`src/rtl/subleq_pkg.sv`:
```
// Shared types and constants for the SUBLEQ control path.
// SUBLEQ_STEP_EN adds the single-step wait state.
package subleq_pkg;

  localparam int unsigned DefAw     = 8;
  localparam int unsigned DefDw     = 8;
  localparam int unsigned INSTR_LEN = 3;
  localparam int unsigned HLT_ADDR  = 0;

  typedef enum logic [3:0] {
    StIdle,
    StFetchA,
    StFetchB,
    StFetchC,
    StLoadA,
    StLoadB,
    StWrite,
    StBranch,
    StHalt
`ifdef SUBLEQ_STEP_EN
    , StStepWait
`endif
  } state_e;

endpackage

```
`src/rtl/subleq_alu.sv`:
```
// SUBLEQ arithmetic: res = opB - opA (wrapping) and the "less than or equal to zero" flag.
module subleq_alu
  import subleq_pkg::*;
#(
  parameter int unsigned DW = DefDw
) (
  input  logic [DW-1:0] op_a_i,
  input  logic [DW-1:0] op_b_i,
  output logic [DW-1:0] res_o,
  output logic          leq_o
);

  assign res_o = op_b_i - op_a_i;
  assign leq_o = res_o[DW-1] | (res_o == '0);

endmodule

```
`src/rtl/subleq_ctrl.sv`:
```
// Instruction sequencer for the SUBLEQ core: fetch A/B/C, load operands, write back, branch.
// Optional SUBLEQ_STEP_EN adds step_i and a wait state after every instruction.
module subleq_ctrl
  import subleq_pkg::*;
#(
  parameter int unsigned AW = DefAw,
  parameter int unsigned DW = DefDw
) (
  input  logic          clk_i,
  input  logic          rst_ni,
  input  logic          run_i,
`ifdef SUBLEQ_STEP_EN
  input  logic          step_i,
`endif
  input  logic [AW-1:0] pc_i,
  output logic [AW-1:0] pc_new_o,
  output logic          pc_we_o,
  output logic          mem_req_o,
  output logic          mem_we_o,
  output logic [AW-1:0] mem_addr_o,
  output logic [DW-1:0] mem_wdata_o,
  input  logic [DW-1:0] mem_rdata_i,
  input  logic          mem_ack_i,
  output logic          busy_o,
  output logic          halted_o
);

  localparam logic [AW-1:0] HltPc  = AW'(HLT_ADDR);
  localparam logic [AW-1:0] InstrLen = AW'(INSTR_LEN);
  localparam logic [AW-1:0] AddrOne  = AW'(1);

  state_e        state_q;
  logic [AW-1:0] a_q, b_q, c_q;
  logic [DW-1:0] op_a_q, op_b_q;
  logic [AW-1:0] pc_new_q, mem_addr_q;
  logic [DW-1:0] mem_wdata_q;
  logic          pc_we_q, mem_req_q, mem_we_q;

  logic [DW-1:0] alu_op_b, alu_res;
  logic          alu_leq;

  // In LOAD_B the operand is still on the bus, so the write data can be registered at its ack.
  assign alu_op_b = (state_q == StLoadB) ? mem_rdata_i : op_b_q;

  subleq_alu #(
    .DW(DW)
  ) u_alu (
    .op_a_i(op_a_q),
    .op_b_i(alu_op_b),
    .res_o (alu_res),
    .leq_o (alu_leq)
  );

  always_ff @(posedge clk_i or negedge rst_ni) begin
    if (!rst_ni) begin
      state_q     <= StIdle;
      a_q         <= '0;
      b_q         <= '0;
      c_q         <= '0;
      op_a_q      <= '0;
      op_b_q      <= '0;
      pc_new_q    <= '0;
      pc_we_q     <= 1'b0;
      mem_req_q   <= 1'b0;
      mem_we_q    <= 1'b0;
      mem_addr_q  <= '0;
      mem_wdata_q <= '0;
    end else begin
      unique case (state_q)
        StIdle: begin
          if (run_i) begin
            if (pc_i == HltPc) begin
              state_q <= StHalt;
            end else begin
              state_q    <= StFetchA;
              mem_req_q  <= 1'b1;
              mem_addr_q <= pc_i;
            end
          end
        end
        StFetchA: begin
          if (mem_ack_i) begin
            a_q        <= AW'(mem_rdata_i);
            mem_addr_q <= mem_addr_q + AddrOne;
            state_q    <= StFetchB;
          end
        end
        StFetchB: begin
          if (mem_ack_i) begin
            b_q        <= AW'(mem_rdata_i);
            mem_addr_q <= mem_addr_q + AddrOne;
            state_q    <= StFetchC;
          end
        end
        StFetchC: begin
          if (mem_ack_i) begin
            c_q        <= AW'(mem_rdata_i);
            mem_addr_q <= a_q;
            state_q    <= StLoadA;
          end
        end
        StLoadA: begin
          if (mem_ack_i) begin
            op_a_q     <= mem_rdata_i;
            mem_addr_q <= b_q;
            state_q    <= StLoadB;
          end
        end
        StLoadB: begin
          if (mem_ack_i) begin
            op_b_q      <= mem_rdata_i;
            mem_we_q    <= 1'b1;
            mem_wdata_q <= alu_res;
            state_q     <= StWrite;
          end
        end
        StWrite: begin
          if (mem_ack_i) begin
            mem_req_q <= 1'b0;
            mem_we_q  <= 1'b0;
            pc_new_q  <= alu_leq ? c_q : pc_i + InstrLen;
            pc_we_q   <= 1'b1;
            state_q   <= StBranch;
          end
        end
        StBranch: begin
          pc_we_q <= 1'b0;
          if (pc_new_q == HltPc) begin
            state_q <= StHalt;
`ifdef SUBLEQ_STEP_EN
          end else begin
            state_q <= StStepWait;
          end
`else
          end else if (run_i) begin
            // pc_i only reflects pc_new after this edge, so fetch from the registered copy.
            state_q    <= StFetchA;
            mem_req_q  <= 1'b1;
            mem_addr_q <= pc_new_q;
          end else begin
            state_q <= StIdle;
          end
`endif
        end
`ifdef SUBLEQ_STEP_EN
        StStepWait: begin
          if (!run_i) begin
            state_q <= StIdle;
          end else if (step_i) begin
            state_q    <= StFetchA;
            mem_req_q  <= 1'b1;
            mem_addr_q <= pc_i;
          end
        end
`endif
        StHalt: state_q <= StHalt;
        default: begin
          state_q   <= StIdle;
          mem_req_q <= 1'b0;
          mem_we_q  <= 1'b0;
          pc_we_q   <= 1'b0;
        end
      endcase
    end
  end

  assign pc_new_o    = pc_new_q;
  assign pc_we_o     = pc_we_q;
  assign mem_req_o   = mem_req_q;
  assign mem_we_o    = mem_we_q;
  assign mem_addr_o  = mem_addr_q;
  assign mem_wdata_o = mem_wdata_q;
  assign halted_o    = (state_q == StHalt);
`ifdef SUBLEQ_STEP_EN
  assign busy_o = !(state_q inside {StIdle, StHalt, StStepWait});
`else
  assign busy_o = !(state_q inside {StIdle, StHalt});
`endif

endmodule

```
`config.mk`:
```
export PLATFORM = sky130hd
export DESIGN_NAME = subleq_ctrl
export DESIGN_NICKNAME = d
export VERILOG_FILES = /design/src/rtl/subleq_pkg.sv /design/src/rtl/subleq_alu.sv /design/src/rtl/subleq_ctrl.sv
export SDC_FILE = /design/constraint.sdc
export NUM_CORES = 1
export LEC_CHECK = 0
export CELL_PAD_IN_SITES_DETAIL_PLACEMENT = 1
export CELL_PAD_IN_SITES_GLOBAL_PLACEMENT = 1
export CORE_MARGIN = 3
export CORE_UTILIZATION = 42
export DETAILED_ROUTE_END_ITERATION = 10
export PLACE_DENSITY = 0.82
export REMOVE_ABC_BUFFERS = 1
export SYNTH_ARGS = -nofsm -noshare
export SYNTH_HDL_FRONTEND = slang
export SYNTH_SLANG_ARGS = --single-unit
```
`constraint.sdc`:
```
create_clock -name clk_i -period 8.7 [get_ports clk_i]
set_input_delay 1.305 -clock clk_i [delete_from_list [all_inputs] [get_ports clk_i]]
set_output_delay 1.305 -clock clk_i [all_outputs]
set_load 0.05 [all_outputs]
```
==> out/results.txt, run 1 <==
Status - completed
Delay-heaviest family, CP - compound AO/OA/AOI/OAI gates
Ranking of synthesized cells by area - dfrtp_1, mux2_2, nand2_1
Ys flop type - dfrtp_1
Number of cell instances on the worst register-to-register path - 10
Max Clock Skew - 0.008088 ns
Hold path startpoint - pc_we_o
Highest ir drop seen on vdd - 0.0002868 V
Initial DRC Count - 131
Number of nets still failing antenna checks after routing - 0
Worst hold path depth - 2
Number of placement rows - 34
Cell type of the slowest stage on the worst timing path - clkdlybuf4s50_1
Sequential power share - 0.293
Placed insts - 534
Post-cts sizing count - 0
Post-route worst hold slack - 0.4934 ns
Antenna diode count - 0
Capture instance of the worst register-to-register path - pc_new_o[2]
Post-synth EDFFs - 0
Gr ovfl total - 0
Seq/Total Area, Yosys - 0.4535
Headroom to the max-slew limit - 0.2435
Crit path buffers/inverters - 1
Sum of net half-perimeters after detailed placement - 7498 µm
Cells after Synth - 391
Endpoints failing hold - 0
Arrival @ worst endpoint - 4.18 ns
Post-detailed-route DRC marker count - 0
Register bit count reported by yosys - 71
Class of the most critical hold timing path - flip-flop to flip-flop
Chip width - 102.6 µm
DIE AREA - 10520 µm²
Internal power of the cells - 1.138 mW
Cell leakage power - 1.995 nW
Slack of the worst reg-to-reg path - 4.78 ns
Inserted Clock Buffers - 9
Tightest Pin Transition - 1.126 ns
Reported max-cap violation count - 0
Clock tree buffer depth - 2
Cell-by-cell listing of the critical path - clkdlybuf4s50_1 > mux2i_1 > ha_1 > fa_1 > nand2b_1 > a21oi_1 > nor4_1 > a311oi_1 > a21oi_4 > mux2i_1 > a21oi_1
Setup Fix Bufs, Post-CTS - 0
Largest net degree at the start of global routing - 72
Post-synthesis cell type count - 51
Number of levels in the clock H-tree - 3
Via count of the first global-routing pass - 3353
Post-synth top area cell - dfrtp_1
Most common cell after layout, fill and taps aside - dfrtp_1
Period Utilization, post-route - 0.4560
Data required time at the worst endpoint - 8.91 ns
Via Count - 3188
Setup repair after global routing missed its margin - no
Vertical die dimension - 102.6 µm
Global-route usage over all layers - 0.2134
Maximum clock rate - 252.1 MHz
Area growth from synthesis to layout - 19.45%
Area of all placed cells without fillers - 4679 µm²
Number of antenna violations at the first check in global routing - 0
CP Max Fanout - 8
TNS Setup - 0 ns
Root Buffer - clkbuf_8
Net Switching - 1.036 mW
Clock-pin transition on the worst setup and hold timing paths - 0.08 ns
Final Instance Count excl. Fillers - 550
Combinational Power Share - 0.584
Starting density of the core - 0.4406
Async SR Flop Fraction - 1.000
Endpoint kind of the worst setup timing path - flip-flop
Quantity of I/O buffers inserted on ports - 48
CTS Hold Bufs - 0
Clk Latency, worst-skew pair - 0.36 ns
Syn. warnings - 0
Number of top-level pins - 49
Time the worst path needs with I/O delays and setup - 3.967 ns
Clk network pwr share - 0.123
Syn avg cell area - 10.02 µm²
Standard cell area after detailed placement - 4483 µm²
Via-to-Cell Ratio - 5.796
First-pass GRT wire length - 17290 µm
Final number of max-transition violations - 0
Gp weighted congestion - 0.8800
Critical setup path kind - primary input to flip-flop
Hold path endpoint - pc_we_o
TritonRoute pass-1 iters - 4
Power per unit of standard cell area - 464.5 nW/µm²
CTS tree - done
Detailed-route wire length - 10360 µm
Average wire per cell in the routed design - 18.83 µm
Proportion of total power due to net switching - 0.4766
Reg-to-Reg Start - state_q[0]
Core area - 8891 µm²
Fraction of layout instances using a drive strength above 1 - 0.1584
Summed instance area of the synthesized netlist - 3918 µm²
Portion of synthesized cell area occupied by the leading cell type - 0.4535
Most used cells in the layout excluding fill and tap cells - dfrtp_1, clkdlybuf4s50_1, mux2_2, nand2_1, a21oi_1
Number of sinks on the clock net - 71
Number of failing setup endpoints in the final timing report - 0
Max stage delay on crit path - 0.60 ns
Crit start category - primary input
NumNets Final - 467
## how the worst max path moves through the flow
stage,start,to,slack [ns],cells past startpoint
after global placement,mem_rdata_i[0],pc_new_o[0],4.43,11
after floorplan,mem_rdata_i[2],pc_new_o[0],5.22,9
after detailed placement,mem_rdata_i[0],pc_new_o[2],4.36,11
after global routing,state_q[0],pc_new_o[5],4.46,10
after CTS,mem_rdata_i[0],pc_new_o[2],4.76,11
final,mem_rdata_i[0],pc_new_o[2],4.73,11
## worst register-to-register path: stages (launching register included)
cell,delay (ns)
dfrtp_1,0.77
and4bb_1,0.63
mux2_2,0.41
ha_1,0.36
a21oi_1,0.19
a21oi_1,0.10
or3_1,0.35
a2111oi_2,0.49
a21oi_4,0.20
mux2i_1,0.21
a21oi_1,0.09
## power by group through the flow
stage          registers [mW]  clock network, mW  logic (mW)
3_3_place_gp            0.629                  0        1.22
3_5_place_dp            0.640                  0        1.26
2_1_floorplan           0.792                  0       0.738
6_report                0.637              0.267        1.27
5_1_grt                 0.659              0.290        1.39
4_1_cts                 0.634              0.276        1.28
## metal layers
layer | vias up | track usage | routed length [µm]
li1 | 1503 | - | -
met2 | 70 | 0.3754 | 5280
met5 | - | 0 | 0
met4 | 0 | 0.05449 | 107
met3 | 13 | 0.04465 | 434
met1 | 1602 | 0.2672 | 4535
## sequential cells by signal, summed over array words and instances (netlist names)
register / count
state_q: 4
mem_wdata_o: 8
mem_req_o: 1
a_q: 8
b_q: 8
pc_new_o: 8
c_q: 8
mem_we_o: 1
pc_we_o: 1
mem_addr_o: 8
op_b_q: 8
op_a_q: 8
## Yosys cell counts (7+ instances only)
master,n
dfrtp_1,71
o21ai_1,7
xor2_1,8
nand2_1,41
clkbuf_1,12
mux2_2,43
inv_1,16
a22oi_1,8
ha_1,9
nand3_1,9
nor2_1,25
o21ai_0,29
a21oi_1,30
mux2i_1,11
## cell families (layout without fill, tap and decap cells)
kind of cell             count (synthesis)  after routing  share of synthesized area
AO/OA/AOI/OAI                          103            103                     0.1683
XOR/XNOR                                13             13                    0.02906
adder cells (fa/ha/maj)                 10             10                    0.03386
multiplexers                            54             54                     0.1517
AND/OR/NAND/NOR                        107            107                     0.1274
flip-flops                              71             71                     0.4535
buffers and inverters                   33             84                    0.03609
## through the flow
stage	total power, mW	util	setup WS, ns
detailed placement	1.904	0.5042	4.362
global route	2.339	0.5263	4.457
CTS	2.188	0.5263	4.759
floorplan	1.530	-	5.216
finish	2.174	0.5263	4.733
global placement	1.849	0.5042	4.432
## layout make-up
| cell class | instances | area, µm² |
|---|---|---|
| clock buffer | 9 | 123.9 |
| clock inverter | 7 | 72.57 |
| fill | 1008 | 4212 |
| inverter | 16 | 60.06 |
| multi-input combinational | 287 | 2006 |
| sequential | 71 | 1777 |
| tap | 108 | 135.1 |
| timing repair buffer | 52 | 505.5 |
No activity file was read; power rests on OpenSTA's default activity.
==> run 2, diff against run 1 <==
Settings changed: CORE_UTILIZATION 42 to 39, PLACE_DENSITY 0.82 to 0.8.
Clock period 8.7 ns to 3.6 ns, I/O delays scaled along.
==> run 2 against run 1 <==
- register-to-register slack worse by 4.6 ns
- routed wire length grew 2.8%
- total power increased by 150%
- die area up 7.2%
- flip-flop and latch count unchanged
- setup slack lost 4.5 ns
- hold slack worse by 0.084 ns
- non-clock buffer count is 13 higher
- clock skew decreased by 0.0018 ns
- critical path type is now flip-flop to flip-flop
- largest cell class unchanged
==> out/results.txt, run 2 (synthesized netlist as in run 1, its figures left out) <==
Setup Fix Bufs, Post-CTS - 0 (unchanged)
Number of antenna violations at the first check in global routing - 0 (unchanged)
Gp weighted congestion - 0.8402 (was 0.8800)
Proportion of total power due to net switching - 0.4685 (was 0.4766)
Power per unit of standard cell area - 1111 nW/µm² (was 464.5 nW/µm²)
Max stage delay on crit path - 0.52 ns (was 0.60 ns)
Area growth from synthesis to layout - 22.48% (was 19.45%)
Data required time at the worst endpoint - 3.80 ns (was 8.91 ns)
Worst setup slack after layout - 0.2259 ns (was 4.733 ns)
Final Instance Count excl. Fillers - 584 (was 550)
Largest net degree at the start of global routing - 51 (was 72)
Root Buffer - clkbuf_8 (unchanged)
Area of all placed cells without fillers - 4798 µm² (was 4679 µm²)
Post-cts sizing count - 0 (unchanged)
Tightest Pin Transition - 1.144 ns (was 1.126 ns)
Post-Place Setup Slack - 0.03620 ns (was 4.362 ns)
Cell type of the slowest stage on the worst timing path - a2111oi_2 (was clkdlybuf4s50_1)
Via Count - 3223 (was 3188)
Initial DRC Count - 102 (was 131)
Clk Latency, worst-skew pair - 0.35 ns (was 0.36 ns)
Global-route usage over all layers - 0.2004 (was 0.2134)
Core area - 9503 µm² (was 8891 µm²)
Placed insts - 568 (was 534)
Via count of the first global-routing pass - 3556 (was 3353)
Final number of max-transition violations - 0 (unchanged)
TritonRoute pass-1 iters - 4 (unchanged)
Setup repair after global routing missed its margin - no (unchanged)
Sum of net half-perimeters after detailed placement - 7983 µm (was 7498 µm)
Quantity of I/O buffers inserted on ports - 48 (unchanged)
Most used cells in the layout excluding fill and tap cells - dfrtp_1, clkdlybuf4s50_1, mux2_2, nand2_1, a21oi_1 (unchanged)
Maximum clock rate - 296.4 MHz
Number of cell instances on the worst register-to-register path - 11 (was 10)
Number of top-level pins - 49 (unchanged)
Clock tree buffer depth - 2 (unchanged)
Antenna diode count - 0 (unchanged)
Net Switching - 2.499 mW (was 1.036 mW)
Cell-by-cell listing of the critical path - and4bb_1 > buf_4 > mux2_2 > ha_1 > nand3b_1 > a21oi_1 > or3_1 > a2111oi_2 > a21oi_4 > mux2i_1 > a21oi_1 (was clkdlybuf4s50_1 > mux2i_1 > ha_1 > fa_1 > nand2b_1 > a21oi_1 > nor4_1 > a311oi_1 > a21oi_4 > mux2i_1 > a21oi_1)
CTS Hold Bufs - 0 (unchanged)
Endpoints failing hold - 0 (unchanged)
Standard cell area after detailed placement - 4607 µm² (was 4483 µm²)
Post-detailed-route DRC marker count - 0 (unchanged)
Reported max-cap violation count - 0 (unchanged)
Average wire per cell in the routed design - 18.23 µm (was 18.83 µm)
Clock-pin transition on the worst setup and hold timing paths - 0.08 ns (about the same)
Endpoint kind of the worst setup timing path - flip-flop (unchanged)
First-pass GRT wire length - 17960 µm (was 17290 µm)
Most used cell along the critical path - a21oi_1
Number of nets still failing antenna checks after routing - 0 (unchanged)
NumNets Final - 480 (was 467)
CP Max Fanout - 8 (unchanged)
Highest ir drop seen on vdd - 0.0005547 V (was 0.0002868 V)
Combinational Power Share - 0.610 (was 0.584)
Starting density of the core - 0.4122 (was 0.4406)
Gr ovfl total - 0 (unchanged)
Fraction of layout instances using a drive strength above 1 - 0.1758 (was 0.1584)
Sequential power share - 0.271 (was 0.293)
Number of sinks on the clock net - 71 (unchanged)
Cell leakage power - 2.058 nW (was 1.995 nW)
Period Utilization, post-route - 0.9373
Most common cell after layout, fill and taps aside - dfrtp_1 (unchanged)
Detailed-route wire length - 10650 µm (was 10360 µm)
DIE AREA - 11280 µm² (was 10520 µm²)
Vertical die dimension - 106.2 µm (was 102.6 µm)
Via-to-Cell Ratio - 5.519 (was 5.796)
Max Clock Skew - 0.006301 ns (was 0.008088 ns)
Slack of the worst reg-to-reg path - 0.23 ns (was 4.78 ns)
Time the worst path needs with I/O delays and setup - 3.374 ns
TNS Setup - 0 ns (unchanged)
Clk network pwr share - 0.119 (was 0.123)
Fraction of the core area covered by cells at the end of the flow - 0.5049 (was 0.5263)
Chip width - 106.2 µm (was 102.6 µm)
Status - completed (unchanged)
Number of placement rows - 35 (was 34)
Crit start category - flip-flop (was primary input)
Internal power of the cells - 2.835 mW (was 1.138 mW)
Arrival @ worst endpoint - 3.57 ns (was 4.18 ns)
Number of levels in the clock H-tree - 3 (unchanged)
CTS tree - done (unchanged)
Critical setup path kind - flip-flop to flip-flop (was primary input to flip-flop)
Number of failing setup endpoints in the final timing report - 0 (unchanged)
Class of the most critical hold timing path - primary input to async pin (was flip-flop to flip-flop)
Headroom to the max-slew limit - 0.2376 (was 0.2435)
Inserted Clock Buffers - 9 (unchanged)
[run 2: per-layer routing]
layer | global-route usage | wire, µm | vias up
li1 | - | - | 1527
met1 | 0.2472 | 4598 | 1609
met2 | 0.3398 | 5383 | 72
met3 | 0.04979 | 495 | 15
met4 | 0.07216 | 168 | 0
met5 | 0 | 0 | -
[run 2: path summary, 6_finish.rpt]
kind,startpoint,end
setup / recovery,state_q[3],pc_new_o[2]
hold / removal,rst_ni,mem_we_o
max in group asynchronous,rst_ni,op_a_q[1]
setup reg to reg,state_q[3],pc_new_o[2]
hold reg to reg,pc_we_o,pc_we_o
min in group clk_i,pc_we_o,pc_we_o
[run 2: metrics by stage]
stage          hold WS [ns]  power (mW)
4_1_cts              0.4398       5.387
2_1_floorplan        0.2444       3.698
3_3_place_gp         0.4694       4.560
3_5_place_dp         0.4775       4.709
6_report             0.4095       5.333
5_1_grt              0.4882       5.757
[run 2: layout make-up]
class / instances / area (µm²)
Fill cell: 1079 / 4705
Multi-Input combinational cell: 287 / 2006
Sequential cell: 71 / 1777
Timing Repair Buffer: 65 / 603.1
Tap cell: 129 / 161.4
Clock buffer: 13 / 148.9
Inverter: 16 / 60.06
Clock inverter: 3 / 42.54
[run 2: power groups by stage]
stage | logic (mW) | clock network (mW) | registers, mW
4_1_cts | 3.28 | 0.659 | 1.45
5_1_grt | 3.56 | 0.694 | 1.51
6_report | 3.25 | 0.636 | 1.44
3_3_place_gp | 3.13 | 0 | 1.43
3_5_place_dp | 3.25 | 0 | 1.46
2_1_floorplan | 1.78 | 0 | 1.91
[run 2: critical path: cells and delay by family, from the launching register on]
family	cells	cell delay (ns)
multiplexers	2	0.55
buffers and inverters	1	0.19
AND/OR/NAND/NOR	3	0.93
AO/OA/AOI/OAI	4	0.91
flip-flops	1	0.37
adder cells (fa/ha/maj)	1	0.28
